<file path="src/rtl/uart_tx_fifo.sv">
// UART transmitter with an integrated write FIFO: DATA_BITS sent LSB-first, optional
// parity, 1 or 2 stop bits, paced by an external baud tick; queued words go out gapless.
module uart_tx_fifo #(
  parameter int DATA_BITS   = 8,
  parameter int PARITY_EN   = 1,
  parameter int PARITY_TYPE = 0,
  parameter int STOP_BITS   = 1,
  parameter int FIFO_DEPTH  = 4,
  localparam int CW = $clog2(FIFO_DEPTH) + 1
) (
  input  logic                 clk,
  input  logic                 rst,
  input  logic                 baud_tick,
  input  logic                 wr_en,
  input  logic [DATA_BITS-1:0] data_in,
  output logic                 full,
  output logic                 overflow,
  output logic [CW-1:0]        fifo_count,
  output logic                 busy,
  output logic                 tx
);
  localparam int AW = $clog2(FIFO_DEPTH);
  localparam int IW = $clog2(DATA_BITS);
  localparam logic [IW-1:0] IDX_LAST = IW'(DATA_BITS - 1);
  localparam bit TWO_STOP = (STOP_BITS == 2);

  if (DATA_BITS < 5 || DATA_BITS > 9 || PARITY_EN < 0 || PARITY_EN > 1 ||
      PARITY_TYPE < 0 || PARITY_TYPE > 1 || STOP_BITS < 1 || STOP_BITS > 2 ||
      FIFO_DEPTH < 2 || (FIFO_DEPTH & (FIFO_DEPTH - 1)) != 0) begin : g_bad_params
    $error("uart_tx_fifo: illegal parameter combination");
  end

  typedef enum logic [2:0] {IDLE, START, DATA, PARITY, STOP} state_e;

  state_e               state_q, state_d;
  logic [IW-1:0]        idx_q, idx_d, idx_inc;
  logic                 stop_q, stop_d;
  logic [DATA_BITS-1:0] sh_q, sh_d;
  logic                 tx_q, tx_d;
  logic                 busy_q, busy_d;
  logic [AW-1:0]        wr_ptr_q, rd_ptr_q;
  logic [CW-1:0]        cnt_q, cnt_d;
  logic                 full_q, ovf_q;
  logic                 push, pop, parity_bit;
  logic [DATA_BITS-1:0] mem_q [FIFO_DEPTH];

  assign push       = wr_en && !full_q;
  assign idx_inc    = idx_q + 1'b1;
  assign parity_bit = (^sh_q) ^ (PARITY_TYPE == 1);

  always_comb begin
    // NOTE: every signal written here gets a default first, so no path can infer a latch.
    state_d = state_q;
    idx_d   = idx_q;
    stop_d  = stop_q;
    sh_d    = sh_q;
    tx_d    = tx_q;
    busy_d  = busy_q;
    pop     = 1'b0;
    if (baud_tick) begin
      case (state_q)
        IDLE: begin
          if (cnt_q != '0) begin
            pop     = 1'b1;
            sh_d    = mem_q[rd_ptr_q];
            tx_d    = 1'b0;
            busy_d  = 1'b1;
            state_d = START;
          end
        end
        START: begin
          tx_d    = sh_q[0];
          idx_d   = '0;
          state_d = DATA;
        end
        DATA: begin
          if (idx_q < IDX_LAST) begin
            tx_d  = sh_q[idx_inc];
            idx_d = idx_inc;
          end else if (PARITY_EN == 1) begin
            tx_d    = parity_bit;
            state_d = PARITY;
          end else begin
            tx_d    = 1'b1;
            stop_d  = 1'b0;
            state_d = STOP;
          end
        end
        PARITY: begin
          tx_d    = 1'b1;
          stop_d  = 1'b0;
          state_d = STOP;
        end
        STOP: begin
          if (TWO_STOP && !stop_q) begin
            stop_d = 1'b1;
          end else if (cnt_q != '0) begin
            // Next word starts directly after the last stop bit, keeping frames gapless.
            pop     = 1'b1;
            sh_d    = mem_q[rd_ptr_q];
            tx_d    = 1'b0;
            state_d = START;
          end else begin
            busy_d  = 1'b0;
            state_d = IDLE;
          end
        end
        default: state_d = IDLE;
      endcase
    end
  end

  always_comb begin
    cnt_d = cnt_q;
    case ({push, pop})
      2'b10:   cnt_d = cnt_q + 1'b1;
      2'b01:   cnt_d = cnt_q - 1'b1;
      default: cnt_d = cnt_q;
    endcase
  end

  always_ff @(posedge clk) begin
    // NOTE: sequential state uses non-blocking assignments so every register samples pre-edge values.
    if (rst) begin
      state_q  <= IDLE;
      idx_q    <= '0;
      stop_q   <= 1'b0;
      sh_q     <= '0;
      tx_q     <= 1'b1;
      busy_q   <= 1'b0;
      wr_ptr_q <= '0;
      rd_ptr_q <= '0;
      cnt_q    <= '0;
      full_q   <= 1'b0;
      ovf_q    <= 1'b0;
    end else begin
      state_q <= state_d;
      idx_q   <= idx_d;
      stop_q  <= stop_d;
      sh_q    <= sh_d;
      tx_q    <= tx_d;
      busy_q  <= busy_d;
      if (push) wr_ptr_q <= wr_ptr_q + 1'b1;
      if (pop)  rd_ptr_q <= rd_ptr_q + 1'b1;
      cnt_q  <= cnt_d;
      full_q <= (cnt_d == CW'(FIFO_DEPTH));
      ovf_q  <= wr_en && full_q;
    end
  end

  // NOTE: storage array has no reset; the pointers and count alone define what is valid.
  always_ff @(posedge clk) begin
    if (push) mem_q[wr_ptr_q] <= data_in;
  end

  assign full       = full_q;
  assign overflow   = ovf_q;
  assign fifo_count = cnt_q;
  assign busy       = busy_q;
  assign tx         = tx_q;

endmodule

</file>
<file path="config.mk">
export PLATFORM = sky130hd
export DESIGN_NAME = uart_tx_fifo
export DESIGN_NICKNAME = d
export VERILOG_FILES = /design/src/rtl/uart_tx_fifo.sv
export SDC_FILE = /design/constraint.sdc
export NUM_CORES = 1
export LEC_CHECK = 0
export CAP_MARGIN = 20
export CORE_MARGIN = 3
export CORE_UTILIZATION = 55
export CTS_CLUSTER_DIAMETER = 50
export DETAILED_ROUTE_END_ITERATION = 10
export PLACE_DENSITY = 0.76
export SYNTH_ARGS = -nofsm -noshare
export SYNTH_HDL_FRONTEND = slang
export SYNTH_SLANG_ARGS = --single-unit
</file>
<file path="constraint.sdc">
create_clock -name clk -period 4.15 [get_ports clk]
set_input_delay 0.83 -clock clk [delete_from_list [all_inputs] [get_ports clk]]
set_output_delay 0.83 -clock clk [all_outputs]
set_load 0.02 [all_outputs]
</file>
* After elaboration in Yosys (flattened, before gate mapping) *
Memory sizes are Yosys's and may differ from the RTL's. A register that Yosys moved wholly into a read port is not among the register bits.
Index checks and enable logic that the tools add are counted.

cells by class
  equality and inequality tests = 12
  add/subtract/negate cells = 5
  order comparisons = 2
  reductions and logical operators = 15
  divide/modulo/power cells = 0
  $mul = 0
  bitwise gates (word level) = 0
  shift operators = 0
  multiplexer cells = 20

operators with widths
  operator                                                     number
  case mux 3 bit (5 select lines)                              1
  case mux 3 bit (2 select lines)                              2
  AND reduction 3 bit                                          4
  two-way mux 1 bit                                            11
  two-way mux 3 bit                                            3
  != test 2 bit (second input constant)                        4
  parity 8 bit                                                 1
  adder 3 x 1 -> 3 bit (second input constant)                 2
  equality test 3 x 2 -> 1 bit (second input constant)         2
  equality test 3 bit (second input constant)                  2
  adder 2 x 1 -> 2 bit (second input constant)                 2
  less-than comparator 3 x 4 -> 1 bit (second input constant)  1
  case mux 1 bit (4 select lines)                              1
  AND reduction 4 bit                                          1
  nonzero test 2 bit                                           2
  nonzero test 4 bit                                           1
  binary-select mux 1 bit (select 3 bit)                       1
  equality test 3 x 1 -> 1 bit (second input constant)         1
  zero test 3 bit                                              1
  less-than comparator 3 bit (second input constant)           1
  nonzero test 3 bit                                           1
  subtractor 3 x 1 -> 3 bit (second input constant)            1
  equality test 2 x 1 -> 1 bit (second input constant)         1
  equality test 2 bit (second input constant)                  1
  5 further kinds                                              6

word-level totals
  output and inout bits = 7
  bits in registers = 17
  bits in latches = 0
  bits in read-only memories = 0
  memory bits (writable) = 32
  memories = 1
  input bits = 12

memories
  memory  depth  bits a word  read ports  clocked after Yosys merged registers in  wr ports  line  RTL
  mem_q   4      8            1           1                                        1         45    logic [DATA_BITS-1:0] mem_q [FIFO_DEPTH];

* Logic depth before layout (Yosys ltp) *
Gate-level depths: netlist of run 1.

  depth after elaboration = 7
  depth in mapped cells = 13
  gate-level depth less buffers = 10

* Worst setup path after synthesis of run 1 *
Ideal clock, no wire load.

  path type = input-to-reg
  start point = input baud_tick
  end point = register full_q (netlist: full)
  stages = 12
  slack = 1.471 ns
  library setup time = 0.121 ns
  arrival = 2.558 ns
  cell sequence = nor3b_1 -> nand2b_1 -> buf_4 -> inv_1 -> buf_4 -> ha_1 -> inv_1 -> fa_1 -> xor2_1 -> nor2_1 -> xnor2_1 -> nor3_1

on the way
  cells in the longest elaborated chain, start to end = 4

RTL lines
  what                                                                 line  RTL
  from (decl)                                                          13    input logic baud_tick,
  two-way mux 1 bit (*)                                                60    if (baud_tick) begin
  named net pop                                                        44    logic push, pop, parity_bit;
  equality test 2 x 1 -> 1 bit or equality test 2 bit (tied branches)  115   case ({push, pop})
  case mux 3 bit (2 select lines) (*)                                  115
  equality test 3 bit (*)                                              146   full_q <= (cnt_d == CW'(FIFO_DEPTH));
  to (signal assigned)                                                 146
  to (decl)                                                            43    logic full_q, ovf_q;

Mark *: on every way through the listed nets, which the timed path passes. The rest lies on a longest branch.
A chain may end at the register's enable or synchronous reset.

* Final worst setup path of run 1 *
  start point = input baud_tick
  end point = register full_q (netlist: full)

on the way
  cells in the longest elaborated chain, start to end = 4

RTL lines
  what                                                                 line
  two-way mux 1 bit (*)                                                60
  equality test 2 x 1 -> 1 bit or equality test 2 bit (tied branches)  115
  case mux 3 bit (2 select lines) (*)                                  115
  equality test 3 bit (*)                                              146

Mark *: on every way between the ends. The rest lies on a longest branch, timed or not.

==> results of run 1 <==
==> flip-flops by register name (all words and copies together), names as in the netlist <==
signal / count
busy: 1
fifo_count: 3
full: 1
idx_q: 3
mem_q: 32
overflow: 1
rd_ptr_q: 2
sh_q: 8
state_q: 3
tx: 1
wr_ptr_q: 2
==> worst max path at each step <==
stage                         start  endpoint  slack (ps)  cells past startpoint
after CTS                 baud_tick      full        1170                     11
after detailed placement  baud_tick      full         830                     11
after floorplan           baud_tick      full        1470                     12
final                     baud_tick      full        1140                     10
after global placement    baud_tick      full         900                     11
after global routing      baud_tick      full         900                     11
==> placed cells by master (no fill, tap or decap), drive strengths merged, types with 10 or more instances in the layout <==
cell,n
xnor2,10
nor2,21
clkbuf,12
nand2,19
clkdlybuf4s50,18
dfxtp,25
inv,10
a21oi,17
mux4,10
edfxtp,32
==> metal layers <==
metal  up-vias  global-route usage (%)  routed length, um
met3         7                    6.70                204
met1       737                    22.4               1740
met5         -                       0                  0
li1        745                       -                  -
met4         0                    7.58                 75
met2        28                    30.7               2220
==> worst min-delay path, cell delays in order (launching register included) <==
cell and delay (ps):
dfxtp_1 330, nand2_1 60, a21oi_1 50
==> logic make-up (layout without fill, tap and decap cells) <==
kind of cell	Yosys count	in the layout
AND/OR/NAND/NOR	67	67
flip-flops	57	57
AO/OA/AOI/OAI	24	24
buffers and inverters	19	45
XOR/XNOR	14	14
multiplexers	12	12
adder cells (fa/ha/maj)	7	7
==> stage by stage <==
step                hold slack [ps]  std cells
finish                          494        276
global route                    520        276
CTS                             493        276
detailed placement              480        260
global placement                476        260
floorplan                       458        200
==> where the power goes <==
group          leakage, nW  internal [mW]  switching (mW)
combinational        0.408          0.268           0.242
clock               0.0917          0.290           0.205
sequential           0.498          0.690          0.0982
==> area by class of cell <==
cell class | count | area (um2)
well taps | 50 | 62.6
clock inverters | 4 | 45.0
flip-flops and latches | 57 | 1460
multi-input cells | 124 | 932
repair buffers | 19 | 188
inverters | 10 | 37.5
fillers | 278 | 1300
clock buffers | 12 | 145
==> results.cfg, run 1 <==
[die]
rows = 23
die-area_um2 = 5370
die_w_um = 73.3
start_util_pct = 59.6
placeableCoreArea_um2 = 4170
ios = 19
dieHeight_um = 73.3

[synth]
syn_area_um2 = 2490
synthSimpleGateAreaFrac_pct = 13.3
synth.net_count = 219
synth_mux_area_share_pct = 9.95
synth_ff_type = edfxtp_1
yosysMostFrequentCell = edfxtp_1
synth-seq-cells = 57
netlist_top_cells_count = 32 x edfxtp_1, 25 x dfxtp_1, 21 x nor2_1, 19 x nand2_1, 16 x a21oi_1
synth-edff-count = 32
synth_area_leader_cell = edfxtp_1
synth_area_leaders = edfxtp_1 39%, dfxtp_1 20%, mux4_2 9.0%
seq_area_frac_synth_pct = 58.7
synth_cell_types = 36
synth-adder-area-share_pct = 3.82
synthArstFlopShare_pct = 0
synth_top_area_share_pct = 38.6
synth-compound-area-share_pct = 5.43
synth_top_family_by_area = simple AND/OR/NAND/NOR gates
avgSynthCellArea_um2 = 12.4
synth_warnings = 0
syn_inst = 200
yosys.area_share.xor_xnor_pct = 4.93

[cells_and_area]
diodes = 0
post-route-cell-area_um2 = 2870
utilization_pct = 68.8
drive_gt1_share_pct = 13.3
layout.nets = 240
area_growth_pct = 15.4

[status]
status = finished clean

[sta]
setup_viol = 0
hold_viol = 0
worst_slew_pin_slew_ps = 810
fin_crit_sh_pct = 72.6
fin_crit_ps = 3010
tns_ps = 0
skew_ps = 10.0
setup_slack_ps = 1140
clock.fmax_mhz = 332
grt_setup_unrepaired = false
relSlewSlack_pct = 45.8
drv_slew = 0

[worst_setup_path]
slowest_stage = clkdlybuf4s50_1
crit_buf_inv = 3
worstPathRequired_ps = 4380
crit_chain = clkdlybuf4s50_1 > nor3b_1 > nand2b_1 > inv_1 > ha_1 > inv_1 > fa_1 > nor2b_1 > a22oi_1 > nor3_1
cp_common_cell = inv_1
r2r_slack_ps = 1730
crit_fanout = 10
r2r-end = full
critPathLaunchType = input pin
path_class = in -> reg
ff2ff_path_depth = 9
cp_top_family = simple AND/OR/NAND/NOR gates
cp.arrival_ps = 3240
reg2reg_from = fifo_count[0]
cp-end-kind = flip-flop
critPathMaxStageDelay_ps = 570

[placement]
gpl.final_weighted_congestion = 0.846
dp_hpwl_um = 3010
place_ws_ps = 827
io_buffers = 18
dpl-instance-area_um2 = 2680

[clocking]
cts_sinks = 57
insertion_delay_ps = 330
clk_path_buf_depth = 2
ctsHtreeMaxLevel = 3
cts_tree = built
postCtsHoldBufs = 0
cts_buffers = 9
cts_resized = 0
root_buffer = clkbuf_8
path_clk_slew_ps = 60
postCtsSetupBuffers = 0

[routing]
vias = 1517
avgRoutedWirePerCell_um = 15.4
drt_first_pass_iters = 4
dr.first_iter.drc_count = 72
wl_um = 4240
vias_per_cell = 5.50
drc = 0
ant_nets = 0

[global_routing]
grt_max_degree = 24
grt_antenna_before_repair = 0
groute.usage.overall_pct = 18.7
grt_pass1_wl_um = 7380
grt_pass1_vias = 1603
grt_overflow_total = 0

[min_path]
hold_depth = 2
hold_path_class = reg -> reg
hp-start = sh_q[2]
hold_path_end = sh_q[2]

[pwr]
p_leak_nw = 0.997
power.density_nw_per_um2 = 624
p_total_mw = 1.79
ir_drop_uv = 303

[flow_run]
max-cap-violations = 0
Power figures use the tool's default switching activity.
==> run 2: changes to the inputs <==
Settings changed: CORE_UTILIZATION 55 to 52, PLACE_DENSITY 0.76 to 0.75.
Clock period 4.15 ns to 2.6 ns, I/O delays scaled along.
==> results.cfg, run 2 (same netlist as run 1, synthesis figures left out) <==
[status]
status = finished clean

[sta]
worst_slew_pin_slew_ps = 618
relSlewSlack_pct = 58.7
fin_crit_ps = 2320
drv_slew = 0
tns_ps = 0
fin_crit_sh_pct = 89.2
holdWs_ps = 488
skew_ps = 10.3
grt_setup_unrepaired = false
setup_viol = 0
clock.fmax_mhz = 431
hold_viol = 0

[clocking]
postCtsHoldBufs = 0
ctsHtreeMaxLevel = 3
cts_buffers = 9
insertion_delay_ps = 330
path_clk_slew_ps = 70
cts_sinks = 57
cts_resized = 0
clk_path_buf_depth = 2
cts_tree = built
postCtsSetupBuffers = 0
root_buffer = clkbuf_8

[worst_setup_path]
reg2reg_from = state_q[0]
r2r_slack_ps = 500
worstPathRequired_ps = 2820
ff2ff_path_depth = 10
cp.arrival_ps = 2540
path_class = in -> reg
critPathLaunchType = input pin
cp-end-kind = flip-flop
crit_fanout = 2
r2r-end = full

[routing]
dr.first_iter.drc_count = 63
drt_first_pass_iters = 4
ant_nets = 0
vias = 1536
wl_um = 4100
drc = 0
avgRoutedWirePerCell_um = 14.4
vias_per_cell = 5.41

[min_path]
hold_depth = 2
hold_path_class = reg -> reg
hold_path_end = sh_q[7]
hp-start = sh_q[7]

[global_routing]
grt_pass1_wl_um = 6980
groute.usage.overall_pct = 17.5
grt_max_degree = 23
grt_antenna_before_repair = 0
grt_overflow_total = 0
grt_pass1_vias = 1523

[placement]
gpl.final_weighted_congestion = 0.795
dp_hpwl_um = 2790
io_buffers = 18

[die]
die_w_um = 75.2
rows = 24
ios = 19
die-area_um2 = 5650
dieHeight_um = 75.2
placeableCoreArea_um2 = 4470
start_util_pct = 55.6

[cells_and_area]
multi_input_area_um2 = 932
fill_cells = 332
layout.nets = 246
utilization_pct = 65.4
final_common_cell = edfxtp_1
area_growth_pct = 17.5
regMostFlops = mem_q
largest_reg_flops = 32
regArea_um2 = 1460
layout_common_cells = 32 x edfxtp_1, 25 x dfxtp_1, 21 x nor2_1
reg.largest.list = mem_q x32, sh_q x8
drive_gt1_share_pct = 17.2
diodes = 0

[flow_run]
max-cap-violations = 0

[pwr]
power.density_nw_per_um2 = 984
ir_drop_uv = 502
p_leak_nw = 1.03
## run 2: changes by cell type in the layout (fill, tap and decap cells not counted), sizes merged
cell      previous run  this run
clkinv               2         3
buf                  1         7
clkbuf              12         9
clkinvlp             1         3
## run 2: routing by layer
layer	vias up	track usage, %	share of wire [%]
li1	759	-	-
met4	0	10.5	2.8
met3	10	5.21	3.4
met5	-	0	0
met2	26	28.5	50
met1	741	20.3	44
## run 2: area by class of cell
| type | count | area share [%] |
|---|---|---|
| flip-flops and latches | 57 | 50.0 |
| multi-input cells | 124 | 31.9 |
| repair buffers | 25 | 7.96 |
| clock buffers | 9 | 4.24 |
| clock inverters | 7 | 2.44 |
| well taps | 52 | 2.23 |
| inverters | 10 | 1.28 |
## run 2: stage by stage
step	area, um2	power [mW]	cells	setup WS [ps]
after floorplan	2490	1.89	200	231
after global placement	2730	2.09	268	-21.0
after detailed placement	2730	2.10	268	-64.4
after CTS	2920	2.91	284	269
after global routing	2920	3.07	284	18.5
final	2920	2.88	284	281
## run 2: worst max-delay path by stage
| stage | start | end | slack, ps | cells after the start |
|---|---|---|---|---|
| after floorplan | baud_tick | full | 230 | 12 |
| after global placement | baud_tick | full | -20 | 11 |
| after detailed placement | baud_tick | full | -60 | 11 |
| after CTS | baud_tick | full | 270 | 11 |
| after global routing | baud_tick | full | 20 | 11 |
| final | baud_tick | full | 280 | 11 |
## run 2: power breakdown
part	internal [mW]	switching [mW]	leakage [nW]	total, mW
logic	0.446	0.378	0.437	0.825
registers	1.10	0.152	0.498	1.25
clock network	0.439	0.358	0.0912	0.798
total	1.99	0.889	1.03	2.88
## run 2: worst max-delay path: stages
cell and delay, ps:
clkdlybuf4s50_1 470, nor3b_1 270, nand2b_1 120, inv_1 80
ha_1 180, inv_1 60, fa_1 370, xor2_1 150
nor2_1 110, xnor2_1 150, nor3_1 70
